[src/rtl/crc16_pkg.sv]
`default_nettype none
// ============================================================================
// Package  : crc16_pkg
// Brief    : Shared CRC-16 types, constants and single-bit step function.
// Revision : 1.0 - initial release
// ============================================================================
package crc16_pkg;

    localparam logic [15:0] CRC16_POLY = 16'h8005;
    localparam logic [15:0] CRC16_INIT = 16'h0000;

    typedef logic [15:0] crc16_t;

    typedef enum logic [1:0] {
        IDLE    = 2'd0,
        PAYLOAD = 2'd1,
        FIELD   = 2'd2,
        REPORT  = 2'd3
    } chk_state_e;

    // MSB-first, unreflected serial update by one bit
    function automatic crc16_t crc16_step(crc16_t crc, logic din, crc16_t poly);
        logic fb;
        fb = crc[15] ^ din;
        return {crc[14:0], 1'b0} ^ (fb ? poly : 16'h0000);
    endfunction

endpackage
`default_nettype wire

[src/rtl/crc16_lfsr.sv]
`default_nettype none
// ============================================================================
// Module   : crc16_lfsr
// Brief    : Serial CRC-16 register with start-value load, step enable and hold.
// Revision : 1.0 - initial release
// ============================================================================
module crc16_lfsr
    import crc16_pkg::*;
#(
    parameter crc16_t POLY = CRC16_POLY,
    parameter crc16_t INIT = CRC16_INIT
) (
    input  wire logic clk,
    input  wire logic rst,
    input  wire logic i_load,
    input  wire logic i_en,
    input  wire logic i_din,
    output crc16_t    o_crc
);

    crc16_t r_crc;
    crc16_t w_base;

    // Load together with enable steps from INIT, so a frame's first bit is folded in
    always_comb begin
        w_base = i_load ? INIT : r_crc;
    end

    always_ff @(posedge clk) begin
        if (rst) begin
            r_crc <= INIT;
        end else if (i_en) begin
            r_crc <= crc16_step(w_base, i_din, POLY);
        end else if (i_load) begin
            r_crc <= INIT;
        end
    end

    assign o_crc = r_crc;

endmodule
`default_nettype wire

[config.mk]
export PLATFORM = sky130hd
export DESIGN_NAME = crc16_lfsr
export DESIGN_NICKNAME = d
export VERILOG_FILES = /design/src/rtl/crc16_pkg.sv /design/src/rtl/crc16_lfsr.sv
export SDC_FILE = /design/constraint.sdc
export NUM_CORES = 1
export LEC_CHECK = 0
export BUFFER_PORTS_ARGS = -buffer_cell sky130_fd_sc_hd__buf_4
export CAP_MARGIN = 25
export CORE_AREA = 2 2 39 41
export CTS_BUF_LIST = sky130_fd_sc_hd__clkbuf_4 sky130_fd_sc_hd__clkbuf_8
export DETAILED_ROUTE_END_ITERATION = 12
export DIE_AREA = 0 0 41 43
export PLACE_DENSITY = 0.78
export REMOVE_ABC_BUFFERS = 1
export SETUP_SLACK_MARGIN = 0.02
export SLEW_MARGIN = 20
export SYNTH_ARGS = -nofsm -noshare
export SYNTH_HDL_FRONTEND = slang
export SYNTH_SLANG_ARGS = --single-unit
[constraint.sdc]
create_clock -name clk -period 3.2 [get_ports clk]
set_input_delay 0.8 -clock clk [delete_from_list [all_inputs] [get_ports clk]]
set_output_delay 0.8 -clock clk [all_outputs]
set_load 0.02 [all_outputs]
==> qor.txt <==
Worst Skew -> 3.65 ps
Min-Delay Path Class -> reg2reg
DR pass1 iterations -> 4
CTS tree -> yes
Critical R2R Launch -> o_crc[15]$_SDFF_PP0_
Max FFs per register -> 16
Layout net count -> 95
Core Rows -> 14
CTS Buffer Depth -> 2
Fin crit share -> 53.7%
Commonest cells post-synth -> 16 x dfxtp_1, 15 x nor2_1, 13 x mux2i_1
Number of diodes -> 0
Status -> finished clean
CP max FO -> 7
Die ar. -> 0.00176 mm2
Yosys warnings -> 0
Total negative slack -> 0 ps
R2R cell count -> 3
Pleak -> 0.000363 uW
Number of global-route vias before repair -> 395
Post-DP HPWL -> 783 um
Drt initial violations -> 9
DRT Wirelength -> 1130 um
Pwr Total -> 338 uW
Clock transition at path regs -> 90 ps
DRC -> 0
Area leader, netlist -> dfxtp_1
Hold depth -> 2
Hold path startpoint -> o_crc[6]$_SDFF_PP0_
Slowest-stage cell, CP -> dfxtp_1
Slew Viols, Final -> 0
Post-synth top flop -> dfxtp_1
Post-Syn Instances -> 68
Most frequent cell after synthesis -> dfxtp_1
Worst-path cell chain -> buf_4
Synth area leaders -> dfxtp_1 49%, mux2i_1 20%, nor2_1 8.5%
Critical path's top delay family -> flip-flops
Seq/Total Area, Yosys -> 48.6%
Setup violators final -> 0
CP startpoint -> o_crc[15]$_SDFF_PP0_
Max_slew headroom -> 81.4%
RSZ-0062 raised after global routing -> no
Share of the synthesized area in the top cell type -> 48.6%
Skew-Pair Late Insertion Delay -> 280 ps
WP buf/inv -> 1
# IOs -> 21
Worst-margin pin slew -> 279 ps
Crit path largest cell delay -> 450 ps
Starting density of the core -> 47.6%
Max-cap violation count -> 0
CTS H-tree lvls -> 1
Tmin final -> 1720 ps
GPL Wtd Cong -> 0.607
Die width -> 41 um
CTS Root Cell -> clkbuf_4
Tot GR Track Use -> 14.1%
Req. time, crit path -> 2400 ps
Die height -> 43 um
First-pass GRT wire length -> 1620 um
# hold bufs at CTS -> 0
DR WL/cell -> 10.8 um
Port Buf Inserts -> 20
RR Endpoint -> o_crc[15]$_SDFF_PP0_
WHS Endpoint -> o_crc[6]$_SDFF_PP0_
Clk sinks -> 16
PwrDens -> 405 mW/mm2
Area Overhead vs Synth -> 26.8%
GR Overflow Total -> 0
Worst Setup End Kind -> output pin
PostCTS Resize Cnt -> 0
Post-Syn Area -> 659 um2
Worst R2R Setup Slack -> 1940 ps
CP startpoint kind -> register
WP data arrival -> 920 ps
Core ar. -> 0.00138 mm2
Ys async rst share -> 0%
FF+latch count, synth -> 16
Fmax -> 582 MHz
Post-synth EDFFs -> 0
Final Hold Violating Endpoints -> 0
Setup bufs post-CTS -> 0
Vias per std cell -> 5.13
VDD IR max -> 0.000282 V
Initial antenna violation count -> 0
Synth unique cells -> 23
Crit path kind -> reg2out
ANT nets after route -> 0
Avg Cell Area, Syn -> 9.70 um2
Share of post-route cells with drive strength above 1 -> 27.3%
Largest net degree at the start of global routing -> 23
Via count -> 533
Num CTS Buffers -> 3
## per-stage QoR
step | setup WS (ps) | instance area, um2 | instances | hold WS [ps] | util, %
3_5_place_dp | 1260 | 813 | 101 | 516 | 58.8
3_3_place_gp | 1300 | 813 | 101 | 508 | 58.8
2_1_floorplan | 1610 | 643 | 65 | 594 | -
5_1_grt | 1440 | 836 | 104 | 556 | 60.4
6_report | 1480 | 836 | 104 | 530 | 60.4
4_1_cts | 1470 | 836 | 104 | 537 | 60.4
## where the power goes
group / switching [uW] / internal (uW) / total [uW]
Clock: 57.3 / 43.6 / 101
Sequential: 2.63 / 201 / 204
Combinational: 17.9 / 15.2 / 33.1
## metal layers
layer | track usage [%] | part of all wire (%) | up-vias
li1 | - | - | 272
met1 | 18.2 | 50 | 241
met2 | 17.8 | 41 | 16
met3 | 4.71 | 5.4 | 4
met4 | 12.0 | 3.5 | 0
met5 | 0 | 0 | -
## logic make-up after synthesis
group | Yosys count | synth area share (%)
xor gates and xnor gates | 1 | 1.33
buffers and inverters | 5 | 3.60
AOI/OAI and AO/OA | 9 | 9.49
muxes | 13 | 19.7
and+or+nand+nor | 24 | 17.3
DFF | 16 | 48.6
## how the worst max path moves through the flow
stage	to	slack [ps]	cells after the start
2_1_floorplan	o_crc[15]$_SDFF_PP0_	1610	3
3_3_place_gp	o_crc[15]$_SDFF_PP0_	1300	4
3_5_place_dp	o_crc[15]$_SDFF_PP0_	1260	4
4_1_cts	o_crc[15]	1470	1
5_1_grt	o_crc[15]	1440	1
6_report	o_crc[15]	1480	1
## area by class of cell
| cell class | instances | area, um2 |
|---|---|---|
| fillers | 128 | 548 |
| flip-flops and latches | 16 | 320 |
| multi-input cells | 47 | 315 |
| repair buffers | 20 | 150 |
| clock buffers | 3 | 22.5 |
| well taps | 16 | 20.0 |
| inverters | 2 | 7.51 |
## layout by cell type, fill, tap and decap left out
cell type,synthesis,final
clkbuf_4,0,3
mux2i_1,13,13
or3b_1,1,1
nor2_1,15,15
nand3_1,1,1
o2bb2ai_1,1,1
xnor2_1,1,1
a21o_1,1,1
o21ai_0,1,1
o22ai_1,1,1
or2b_1,1,1
nand2_1,1,1
or2_2,1,1
a211o_1,1,1
nand3b_1,1,1
inv_1,2,2
nand2b_1,3,3
dfxtp_1,16,16
o211ai_1,2,2
buf_4,1,20
a31oi_1,1,1
a21oi_1,1,1
Note: power is estimated with default switching activity, not from simulation.
